### src/rtl/bit40_div.sv
// 40-bit by 8-bit unsigned restoring divider producing a 32-bit quotient and 8-bit remainder.
// One quotient bit per cycle; zero-divisor and quotient-overflow cases finish immediately.
module bit40_div (
    input  logic        clk,
    input  logic        rst_n,
    input  logic        start,
    input  logic [39:0] A,
    input  logic [7:0]  B,
    output logic [31:0] Q,
    output logic [7:0]  R,
    output logic        busy,
    output logic        done,
    output logic        div_zero,
    output logic        ovf
);

    localparam logic [1:0] S_IDLE = 2'd0;
    localparam logic [1:0] S_RUN  = 2'd1;
    localparam logic [1:0] S_FIN  = 2'd2;

    logic [1:0]  r_state;
    logic [4:0]  r_cnt;
    logic [7:0]  r_rem;
    logic [31:0] r_shift;
    logic [7:0]  r_b;
    logic [31:0] r_q;
    logic [7:0]  r_r;
    logic        r_dz;
    logic        r_ovf;

    logic [8:0]  w_trial;
    logic        w_ge;
    logic [7:0]  w_diff;
    logic [7:0]  w_rem_next;
    logic [31:0] w_shift_next;

    // Trial value is below 2*B, so a successful subtraction always lands below 256.
    assign w_trial      = {r_rem, r_shift[31]};
    assign w_ge         = (w_trial >= {1'b0, r_b});
    assign w_diff       = w_trial[7:0] - r_b;
    assign w_rem_next   = w_ge ? w_diff : w_trial[7:0];
    // Dividend bits leave at the top while quotient bits enter at the bottom.
    assign w_shift_next = {r_shift[30:0], w_ge};

    always_ff @(posedge clk or negedge rst_n) begin
        if (!rst_n) begin
            r_state <= S_IDLE;
            r_cnt   <= 5'd0;
            r_rem   <= 8'd0;
            r_shift <= 32'd0;
            r_b     <= 8'd0;
            r_q     <= 32'd0;
            r_r     <= 8'd0;
            r_dz    <= 1'b0;
            r_ovf   <= 1'b0;
        end else begin
            case (r_state)
                S_IDLE: begin
                    if (start) begin
                        r_b <= B;
                        if (B == 8'd0) begin
                            r_dz    <= 1'b1;
                            r_ovf   <= 1'b0;
                            r_q     <= 32'hFFFF_FFFF;
                            r_r     <= 8'hFF;
                            r_state <= S_FIN;
                        end else if (A[39:32] >= B) begin
                            r_dz    <= 1'b0;
                            r_ovf   <= 1'b1;
                            r_q     <= 32'hFFFF_FFFF;
                            r_r     <= 8'hFF;
                            r_state <= S_FIN;
                        end else begin
                            r_rem   <= A[39:32];
                            r_shift <= A[31:0];
                            r_cnt   <= 5'd0;
                            r_dz    <= 1'b0;
                            r_ovf   <= 1'b0;
                            r_q     <= 32'd0;
                            r_r     <= 8'd0;
                            r_state <= S_RUN;
                        end
                    end
                end
                S_RUN: begin
                    r_rem   <= w_rem_next;
                    r_shift <= w_shift_next;
                    r_cnt   <= r_cnt + 5'd1;
                    if (r_cnt == 5'd31) begin
                        r_q     <= w_shift_next;
                        r_r     <= w_rem_next;
                        r_state <= S_FIN;
                    end
                end
                S_FIN: begin
                    r_state <= S_IDLE;
                end
                default: begin
                    r_state <= S_IDLE;
                end
            endcase
        end
    end

    assign Q        = r_q;
    assign R        = r_r;
    assign div_zero = r_dz;
    assign ovf      = r_ovf;
    assign busy     = (r_state == S_RUN);
    assign done     = (r_state == S_FIN);

endmodule

### config.mk
export PLATFORM = sky130hd
export DESIGN_NAME = bit40_div
export DESIGN_NICKNAME = d
export VERILOG_FILES = /design/src/rtl/bit40_div.sv
export SDC_FILE = /design/constraint.sdc
export NUM_CORES = 1
export LEC_CHECK = 0
export BUFFER_PORTS_ARGS = -buffer_cell sky130_fd_sc_hd__buf_2
export CORE_MARGIN = 2
export CORE_UTILIZATION = 40
export CTS_CLUSTER_SIZE = 14
export DETAILED_ROUTE_END_ITERATION = 8
export PLACE_DENSITY = 0.62
export SLEW_MARGIN = 20
export SYNTH_ARGS = -nofsm -noshare
export SYNTH_HDL_FRONTEND = slang
export SYNTH_SLANG_ARGS = --single-unit
### constraint.sdc
create_clock -name clk -period 2.7 [get_ports clk]
set_input_delay 0.54 -clock clk [delete_from_list [all_inputs] [get_ports clk]]
set_output_delay 0.54 -clock clk [all_outputs]
set_load 0.02 [all_outputs]
# [Yosys cells after proc, flatten, opt, wreduce, memory -nomap -nowiden]
# Cells that the tools add are included.
# W data, S select, Z words.
[totals] regBits=97 input_bits=51 output_inout_bits=44 word_cells=58
[op_classes] n_addsub=2 magnitude_cmp=2 eq_ne=7 n_mux=31 reduce_logical=7
[op_table] cell="$mux W32" n=7
[op_table] cell="$pmux W32 S2" n=2
[op_table] cell="$mux W8" n=8
[op_table] cell="$pmux W8 S2" n=2
[op_table] cell="$mux W5" n=3
[op_table] cell="$pmux W5 S2" n=1
[op_table] cell="$ge A9 B8 Y1" n=1
[op_table] cell="$ge A8 B8 Y1" n=1
[op_table] cell="$logic_not A8 Y1" n=1
[op_table] cell="$mux W2" n=4
[op_table] cell="$sub A8 B8 Y8" n=1
[op_table] cell="$ne A2 B2 Y1 const B" n=3
[op_table] cell="$add A5 B1 Y5 const B" n=1
[op_table] cell="$eq A5 B5 Y1 const B" n=1
[op_table] cell="$pmux W2 S2" n=1
[op_table] cell="$reduce_and A2 Y1" n=2
[op_table] cell="$reduce_and A4 Y1" n=1
[op_table] cell="$mux W1" n=3
[op_table] cell="$reduce_and A3 Y1" n=1
[op_table] cell="$eq A2 B1 Y1 const B" n=1
[op_table] cell="$eq A2 B2 Y1 const B" n=1
[op_table] cell="$logic_not A2 Y1" n=1
[op_table] cell="$ne A2 B1 Y1 const B" n=1
[op_table] cell="$reduce_bool A2 Y1" n=1

# [Depth between registers and ports, before layout]
# Gate-level depths: netlist of the first run.
[logic_depth] word_depth=5 mapped_depth=10 ltp_nobuf=9

# [Worst setup path after synthesis of the first run]
# Ideal clock, no wire load.
[synth_timing] path_type="input port to flip-flop" start="in B[2]" end="reg r_shift[10]" setup_ns=0.118 arrival_ns=1.970 required_time_ns=2.582 slack_ns=0.612 cell_stages=9 path_buffers=2 cell_sequence="inv_1 ha_1 a211oi_1 o21ai_1 a21oi_2 a41oi_2 buf_4 buf_2 a21o_1"
[synth_between] elab_chain_cells=3 word_cells_on_any_way=5 classes_between="order compare: 1; eq/ne: 2; reduce/logical: 2"
[synth_lines] element="start: declaration" line_no="8" source="input logic [7:0] B,"
[synth_lines] element="$ge A8 B8 Y1 / $logic_not A8 Y1 (equally long branches)" line_no="67, 61"
[synth_lines] element="$ne A2 B2 Y1 (no line)"
[synth_lines] element="$reduce_and A4 Y1 (no line) *"
[synth_lines] element="end signal: assignment" line_no="75" source="r_shift <= A[31:0];"
[synth_lines] element="end signal: assignment" line_no="87" source="r_shift <= w_shift_next;"
[synth_lines] element="end: declaration" line_no="24" source="logic [31:0] r_shift;"
# Mark *: on every way between the ends. The rest lies on a longest branch, timed or not.
# A chain may end at the register's enable or synchronous reset.

# [Worst setup path in the final report of the first run]
[layout_timing] start="reg r_cnt[0]" end="reg r_r[7] (netlist: R[7])"
[layout_between] elab_chain_cells=3
[layout_lines] element="start: declaration" line_no="22" source="logic [4:0] r_cnt;"
[layout_lines] element="start signal: assignment" line_no="88" source="r_cnt <= r_cnt + 5'd1;"
[layout_lines] element="$eq A5 B5 Y1" line_no="89" source="if (r_cnt == 5'd31) begin"
[layout_lines] element="$ne A2 B1 Y1 (no line)"
[layout_lines] element="$reduce_and A3 Y1 (no line)"
[layout_lines] element="end signal: assignment" line_no="91" source="r_r <= w_rem_next;"
[layout_lines] element="end: declaration" line_no="27" source="logic [7:0] r_r;"
# Every way passes these cells.

==> results of run 1 <==
## layer usage
metal / global-route usage [%] / share of wire [%] / vias to the layer above
met5: 0 / 0 / -
met4: 6.260 / 1.7 / 0
met3: 4.374 / 5.2 / 14
met2: 30.06 / 47 / 98
met1: 26.61 / 46 / 1889
li1: - / - / 1899
## critical path, stage by stage, from the launching register on
cell and delay (ns):
dfrtp_1 0.39, ha_1 0.20, and3_1 0.16, ha_1 0.15
mux2i_1 0.17, nor2_4 0.54, o21ai_0 0.20, or2_1 0.25
o32a_1 0.29, o21ai_1 0.07
## where the power goes
part,internal (µW),total [µW],switching [µW]
Combinational,1520,3920,2400
Sequential,2180,2610,435
Clock,704,1200,496
Total,4400,7730,3330
## layout by cell type (no fill, tap or decap), types with 5 or more instances in the layout
master and instances:
inv_1 20, nor2_1 47, o22a_1 7, clkbuf_16 9
a21oi_1 75, a21o_1 31, a221o_1 6, o21ai_0 19
ha_1 18, dfrtp_1 97, nand3_1 10, buf_2 93
nand2_1 88, o21ai_1 5, buf_4 8
## state kept, by name, summed over array words and instances (netlist names)
signal and count:
Q 32, r_shift 32, R 8, r_b 8, r_rem 8, r_cnt 5
r_state 2, div_zero 1, ovf 1
## how the worst max path moves through the flow
stage | start | to | slack (ns)
after CTS | r_cnt[0]$_DFFE_PN0P_ | R[7]$_DFFE_PN0P_ | 0.18
final | r_cnt[0]$_DFFE_PN0P_ | R[7]$_DFFE_PN0P_ | 0.21
after detailed placement | r_cnt[0]$_DFFE_PN0P_ | R[7]$_DFFE_PN0P_ | -0.02
after floorplan | B[2] | r_shift[10]$_DFFE_PN0P_ | 0.61
after global routing | r_cnt[0]$_DFFE_PN0P_ | R[7]$_DFFE_PN0P_ | 0.003
after global placement | r_cnt[0]$_DFFE_PN0P_ | R[7]$_DFFE_PN0P_ | 0.05
## stage by stage
stage,setup TNS [ns],total power (µW)
3_5_place_dp,-0.02098,6550
3_3_place_gp,0,6474
6_report,0,7735
2_1_floorplan,0,5468
5_1_grt,0,8420
4_1_cts,0,7804
## timing repair
| action | in CTS | in global routing |
|---|---|---|
| pin swaps | 1 | 1 |
| endpoints found under the setup margin | 1 | 1 |
| hold endpoints to repair | 0 | 0 |
| buffers inserted | 0 | 0 |
| cloned | 1 | 0 |
## final cells by class
class | count | share of cell area [%]
Clock inverter | 1 | 0.5394
Tap cell | 143 | 3.214
Clock buffer | 12 | 4.248
Inverter | 22 | 1.483
Multi-Input combinational cell | 354 | 36.39
Sequential cell | 97 | 43.61
Timing Repair Buffer | 104 | 10.52
## cell families after synthesis
| group | Yosys count |
|---|---|
| xor+xnor | 1 |
| buf+inv | 50 |
| flops | 97 |
| simple gates | 166 |
| compound gates | 165 |
| mux | 2 |
| fa+ha+maj | 19 |
==> results.md, run 1 <==
* WHS at 0.1420 ns
* Number of I/O pins at 95
* Main combinational cell family by area after synthesis: compound AO/OA/AOI/OAI gates
* Initial DRC count at 261
* Status: complete, no violations
* Skew-Pair Late Insertion Delay at 0.33 ns
* Worst R2R Setup Slack at 0.21 ns
* Mapped Nets at 570
* Max Buffers Root-to-Sink at 2
* Slew @ Worst Pin at 1.065 ns
* Compound-Gate Fraction of Synth Area at 22.37%
* Layout Area Growth over Synthesis at 19.21%
* Reg area at 2427 µm²
* Share of synthesized registers carrying an async set or reset at 100.0%
* Starting Density at 40.89%
* Fin area at 5567 µm²
* RSZ-0062 raised after global routing: false
* Ranking of synthesized cells by area: dfrtp_1 (52%), a21oi_1 (8.0%), nand2_1 (7.1%)
* Final GP Congestion at 0.8649
* Share of the synthesized area in the top cell type at 51.98%
* Setup Skew at 0.004408 ns
* Fin crit share at 92.10%
* Via count at 3,900
* Xor-xnor portion of the synthesized cell area at 0.1876%
* Max Clock Freq at 402.1 MHz
* Mux contribution to synthesized area at 0.4287%
* Post-route insts no fill at 733
* Core Footprint at 11,420 µm²
* Layout cells sized above 1 at 21.02%
* Global route overflow at 0
* Synthesis Warnings at 0
* Hpwl dp at 7903 µm
* R2R Path End: R[7]$_DFFE_PN0P_
* Clock transition at the registers of the reported paths at 0.06 ns
* Num CTS Buffers at 9
* Rel. slew slack at 28.93%
* Unique masters post-synth at 43
* Leakage at 0.002786 µW
* Post-synth EDFFs at 0
* Clock sinks at 97
* Leading area contributor after synthesis: dfrtp_1
* CTS tree: yes
* H-tree lvl count at 3
* Max Slew Vio Count at 0
* Worst Path Arrival at 2.75 ns
* Diode count at 0
* Adder-cell share of the synthesized area at 5.252%
* P per Cell Area at 1389 nW/µm²
* Worst hold path class: in2async
* Primary FF master, synth: dfrtp_1
* Commonest cells post-synth: dfrtp_1 (97), nand2_1 (88), a21oi_1 (75), nor2_1 (47), a21o_1 (31)
* Startpoint types: register
* Seq cells post-synth at 97
* Layout net count at 658
* Root Driver: clkbuf_16
* Peak VDD IR at 0.5872 mV
* PostCTS Resize Cnt at 0
* DP Area at 5294 µm²
* FF-to-FF Start: r_cnt[0]$_DFFE_PN0P_
* Final hold viol count at 0
* Cell with the most instances after synthesis: dfrtp_1
* Setup ws final at 0.2133 ns
* Cells after synthesis at 500
* Final WL at 11,490 µm
* Final setup fails at 0
* Final Core Density at 48.75%
* Placed instance count at 719
* Final ANT Viol Nets at 0
* Data required time of the worst path at 2.96 ns
* MaxCap Viol Count at 0
* Vias in the first global route at 3,903
* Maximum fanout along the worst path at 22
* Crit Path Category: reg2reg
* Critical path capture point type: register
* Post-route DRC at 0
* # rows at 39
* Die H at 112.0 µm
* Post-Synth Simple-Gate Area at 14.66%
* IO Port Bufs at 94
* Vias/cell at 5.321
* Post-layout min period at 2.487 ns
* First-pass GRT wire length at 19,380 µm
* Area of the multi-input gates at 2026 µm²
* Die Area at 12,550 µm²
* Hold-fix buffer count after cts at 0
* Largest net degree at the start of global routing at 50
* Router iterations before antenna repair at 4
* Fill cells at 1,125
* Syn Area/Cell at 9.339 µm²
* Pre-CTS WS at -0.02098 ns
* Die width at 112.0 µm
* Seq/Total Area, Yosys at 51.98%
* Wire per inst at 15.68 µm
* GRT Overall Usage at 19.16%
* R2R depth at 9
* Initial antenna violation count at 0
* Cell Area, Synth at 4669 µm²
No activity file was read; power rests on OpenSTA's default activity.
==> run 2: changes to the inputs <==
- PLACE_DENSITY: 0.62 -> 0.65
- clock period: 2.7 -> 2.2 ns (I/O delays scaled with it)
==> results.md, run 2 (synthesis gave the netlist of run 1 again) <==
* Wire per inst at 15.42 µm (-1.6%)
* Fin crit share at 96.70% (+4.6 points)
* Highest routed layer: met4
* Final WL at 11,750 µm (+2.3%)
* Largest net degree at the start of global routing at 69 (+38%)
* Hold-fix buffer count after cts at 0 (unchanged)
* Post-route DRC at 0 (unchanged)
* Router iterations before antenna repair at 4 (unchanged)
* Starting Density at 40.89% (unchanged)
* Initial antenna violation count at 0 (unchanged)
* Fin area at 5899 µm² (+6.0%)
* Pre-CTS WS at -0.1341 ns (-0.1131 ns)
* Metal2 WL at 5519 µm (+2.4%)
* Maximum fanout along the worst path at 3 (-86%)
* Vias in the first global route at 4,004 (+2.6%)
* Hpwl dp at 7933 µm (+0.39%)
* Setup TNS at 0 ns (unchanged)
* Max Buffers Root-to-Sink at 2 (unchanged)
* Die Area at 12,550 µm² (unchanged)
* H-tree lvl count at 3 (unchanged)
* Critical-path top delay cell: dfrtp_1
* Diode count at 0 (unchanged)
* Core Footprint at 11,420 µm² (unchanged)
* Num CTS Buffers at 9 (unchanged)
* Worst hold path class: in2async
* Final setup fails at 0 (unchanged)
* Final hold viol count at 0 (unchanged)
* Crit Path Category: reg2reg
* Setup Skew at 0.006908 ns (+0.002500 ns)
* Root Driver: clkbuf_16
* Via count at 3,962 (+1.6%)
* Die width at 112.0 µm (unchanged)
* Slew @ Worst Pin at 0.6207 ns (-0.4441 ns)
* Setup ws final at 0.07263 ns (-0.1407 ns)
* Number of I/O pins at 95 (unchanged)
* Skew-Pair Late Insertion Delay at 0.35 ns (+0.02 ns)
* Global route overflow at 0 (unchanged)
* Peak VDD IR at 0.7630 mV (+30%)
* Vias/cell at 5.199 (-2.3%)
* MaxCap Viol Count at 0 (unchanged)
* Max Slew Vio Count at 0 (unchanged)
* Overall power at 10,240 µW (+32%)
* Layout cells sized above 1 at 26.66% (+5.6 points)
* P per Cell Area at 1735 nW/µm² (+25%)
* Most frequent cells in the layout: dfrtp_1 (97), buf_2 (93), nand2_1 (88)
* Final ANT Viol Nets at 0 (unchanged)
* # rows at 39 (unchanged)
* Worst path bufs/invs at 1 (+1)
* Startpoint types: register
* Rel. slew slack at 58.34% (+29 points)
* CTS tree: yes
* First-pass GRT wire length at 19,550 µm (+0.89%)
* Worst Path Arrival at 2.37 ns (-0.38 ns)
* DP Area at 5502 µm² (+3.9%)
* Post-layout min period at 2.127 ns (-0.3593 ns)
* Crit-path max cell delay at 0.36 ns (-0.18 ns)
* Commonest non-fill, non-tap cell in the layout: dfrtp_1
* Status: complete, no violations
* Initial DRC count at 198 (-24%)
* Delay-heaviest family, CP: simple AND/OR/NAND/NOR gates
* Final GP Congestion at 0.8993 (+4.0%)
* GRT Overall Usage at 19.34% (+0.19 points)
* IO Port Bufs at 94 (unchanged)
* Critical path capture point type: register
* Clock transition at the registers of the reported paths at 0.07 ns (about the same)
* Leakage at 0.002958 µW (+6.2%)
* Die H at 112.0 µm (unchanged)
* Layout net count at 685 (+4.1%)
* Layout Area Growth over Synthesis at 26.34%
* Met3 WL at 671 µm (+12%)
* Crit path cell chain: inv_1 -> ha_2 -> fa_2 -> nand2b_4 -> a21oi_4 -> o31a_1 -> nor4_2 -> or3_1 -> o221a_2
* Clock sinks at 97 (unchanged)
* Max Clock Freq at 470.1 MHz (+17%)
* M1 WL at 5356 µm (+1.0%)
* Data required time of the worst path at 2.44 ns (-0.52 ns)
[run 2: through the flow]
stage / util, % / cells / hold slack [ns]
finish: 51.67 / 762 / 0.09972
global route: 51.67 / 762 / 0.1463
CTS: 51.11 / 761 / 0.1250
detailed placement: 48.18 / 745 / 0.4651
global placement: 48.18 / 745 / 0.4585
floorplan: - / 500 / 0.1444
[run 2: area by class of cell]
cell class | instances | area (µm²)
tap | 143 | 178.9
inverter | 22 | 82.58
fill | 1047 | 5519
clock inverter | 3 | 40.04
sequential | 97 | 2427
timing repair buffer | 132 | 824.5
multi-input combinational | 353 | 2090
clock buffer | 12 | 256.5
[run 2: report_power, final]
group / total, µW / internal (µW) / switching (µW)
logic: 5450 / 2270 / 3180
registers: 3200 / 2670 / 528
clock network: 1580 / 933 / 650
[run 2: layer usage]
layer  up-vias  track usage, %
li1       1954               -
met1      1896           26.19
met2        97           30.83
met3        15           4.212
met4         0           7.236
met5         -               0
[run 2: repair_timing]
action                     4_1_cts  5_1_grt
setup endpoints to repair        5        7
gates resized for setup          6       11
setup buffers                    1        1
pin swaps                        3        5
[run 2: final timing paths]
| path | from | end | slack, ns | cells past startpoint |
|---|---|---|---|---|
| max | r_shift[31]$_DFFE_PN0P_ | r_rem[6]$_DFFE_PN0P_ | 0.07 | 9 |
| min | rst_n | r_b[4]$_DFFE_PN0P_ | 0.1 | 1 |
| min reg2reg | r_shift[20]$_DFFE_PN0P_ | r_shift[20]$_DFFE_PN0P_ | 0.48 | 1 |
| min in group clk | B[0] | r_b[0]$_DFFE_PN0P_ | 0.34 | 3 |
| max in group asynchronous | rst_n | r_shift[19]$_DFFE_PN0P_ | 1.50 | 2 |
| max reg2reg | r_shift[31]$_DFFE_PN0P_ | r_rem[6]$_DFFE_PN0P_ | 0.07 | 9 |
==> run 3: changes to the inputs <==
- REMOVE_ABC_BUFFERS: not set -> 1
==> results.md, run 3 (synthesis gave the netlist of run 1 again) <==
* Setup Skew at 0.007742 ns (+0.0008338 ns)
* Status: complete, no violations
* Num CTS Buffers at 9 (unchanged)
* Final Core Density at 51.49% (-0.18 points)
* Final setup fails at 0 (unchanged)
* Peak VDD IR at 0.6929 mV (-9.2%)
* Met3 WL at 614 µm (-8.5%)
* Highest routed layer: met4
* Final hold viol count at 0 (unchanged)
* Most frequent cells in the layout: dfrtp_1 (97), buf_2 (93), nand2_1 (88)
* Die Area at 12,550 µm² (unchanged)
* Startpoint types: register
* Post-route DRC at 0 (unchanged)
* Hpwl dp at 8244 µm (+3.9%)
* Core Footprint at 11,420 µm² (unchanged)
* Worst hold path class: in2async
* Die H at 112.0 µm (unchanged)
* M1 WL at 5626 µm (+5.0%)
* Initial antenna violation count at 0 (unchanged)
* Leakage at 0.002939 µW (-0.63%)
* Initial DRC count at 181 (-8.6%)
* Fin area at 5879 µm² (-0.34%)
* Data required time of the worst path at 2.49 ns (+0.05 ns)
* Root Driver: clkbuf_16
* GRT Overall Usage at 18.84% (-0.50 points)
* Worst Path Arrival at 2.45 ns (+0.08 ns)
* Max Clock Freq at 462.5 MHz (-1.6%)
* Clock sinks at 97 (unchanged)
* Layout Area Growth over Synthesis at 25.91%
* Commonest non-fill, non-tap cell in the layout: dfrtp_1
* WHS at 0.04161 ns (-0.05811 ns)
* Layout net count at 684 (-0.15%)
* IO Port Bufs at 94 (unchanged)
* Vias/cell at 5.240 (+0.78%)
* Maximum fanout along the worst path at 3 (unchanged)
* Starting Density at 40.89% (unchanged)
* H-tree lvl count at 3 (unchanged)
* Vias in the first global route at 3,934 (-1.7%)
* Final ANT Viol Nets at 0 (unchanged)
* Metal2 WL at 5185 µm (-6.1%)
* Final WL at 11,580 µm (-1.5%)
* Clock transition at the registers of the reported paths at 0.07 ns (about the same)
* Max Buffers Root-to-Sink at 2 (unchanged)
* MaxCap Viol Count at 0 (unchanged)
* DP Area at 5464 µm² (-0.68%)
* P per Cell Area at 1722 nW/µm² (-0.76%)
* Post-layout min period at 2.162 ns (+0.03503 ns)
* Largest net degree at the start of global routing at 51 (-26%)
* Critical path capture point type: register
* # rows at 39 (unchanged)
* Max Slew Vio Count at 0 (unchanged)
* Crit Path Category: reg2reg
* Die width at 112.0 µm (unchanged)
* Layout cells sized above 1 at 26.98% (+0.32 points)
* Via count at 3,993 (+0.78%)
* Wire per inst at 15.19 µm (-1.5%)
* CTS tree: yes
* Rel. slew slack at 70.03% (+12 points)
* Number of I/O pins at 95 (unchanged)
* First-pass GRT wire length at 19,150 µm (-2.0%)
* Diode count at 0 (unchanged)
* Router iterations before antenna repair at 4 (unchanged)
* Fin crit share at 98.29% (+1.6 points)
* Final GP Congestion at 0.8269 (-8.1%)
* Skew-Pair Late Insertion Delay at 0.35 ns (about the same)
* Global route overflow at 0 (unchanged)
* Slew @ Worst Pin at 0.4495 ns (-0.1712 ns)
* RSZ-0062 raised after global routing: true
-- run 3: through the flow --
stage / cells / power (µW) / worst slack [ns] / TNS [ns]
final: 762 / 10120 / 0.03760 / 0
after CTS: 761 / 9904 / -0.001095 / -0.001095
after global placement: 740 / 8036 / -0.07446 / -3.054
after detailed placement: 740 / 8191 / -0.1304 / -5.677
after floorplan: 472 / 6503 / -2.018 / -118.57
after global routing: 762 / 10930 / -0.07455 / -0.1318
-- run 3: worst max-delay path, stage by stage (launching register included) --
cell,delay (ns)
dfrtp_1,0.44
ha_4,0.20
fa_2,0.39
nand2b_4,0.16
a21oi_4,0.16
buf_6,0.12
nor4_4,0.03
nor4_2,0.27
or3_1,0.16
o221a_2,0.16
-- run 3: path summary, 6_finish.rpt --
kind | cells past startpoint | slack [ns] | from | to
max | 9 | 0.04 | r_b[0]$_DFFE_PN0P_ | r_rem[6]$_DFFE_PN0P_
max in group asynchronous | 2 | 1.59 | rst_n | r_cnt[3]$_DFFE_PN0P_
min reg2reg | 1 | 0.48 | r_shift[3]$_DFFE_PN0P_ | r_shift[3]$_DFFE_PN0P_
max reg2reg | 9 | 0.04 | r_b[0]$_DFFE_PN0P_ | r_rem[6]$_DFFE_PN0P_
min in group clk | 3 | 0.36 | B[3] | r_b[3]$_DFFE_PN0P_
min | 1 | 0.04 | rst_n | Q[0]$_DFFE_PN0P_
-- run 3: final cells by class --
type | instances | area [µm²]
sequential | 97 | 2427
clock inverter | 4 | 27.53
tap | 143 | 178.9
fill | 1067 | 5539
inverter | 22 | 82.58
timing repair buffer | 131 | 808.3
clock buffer | 12 | 246.5
multi-input combinational | 353 | 2108
-- run 3: what timing repair did --
action	4_1_cts	5_1_grt
pin swaps	4	7
setup endpoints to repair	4	14
hold buffers	0	0
setup buffers	5	2
hold endpoints to repair	0	0
gates resized for setup	7	14
-- run 3: where the power goes --
| group | leakage, µW | internal (µW) | total, µW | switching [µW] |
|---|---|---|---|---|
| Combinational | 0.00164 | 2270 | 5440 | 3170 |
| Sequential | 0.00116 | 2670 | 3220 | 543 |
| Clock | 0.000137 | 801 | 1460 | 664 |
| Total | 0.00294 | 5750 | 10100 | 4370 |
-- run 3: per-layer routing --
layer / track usage (%) / vias to the layer above
met5: 0 / -
met4: 5.610 / 0
met3: 4.104 / 11
met2: 28.48 / 101
met1: 27.51 / 1918
li1: - / 1963
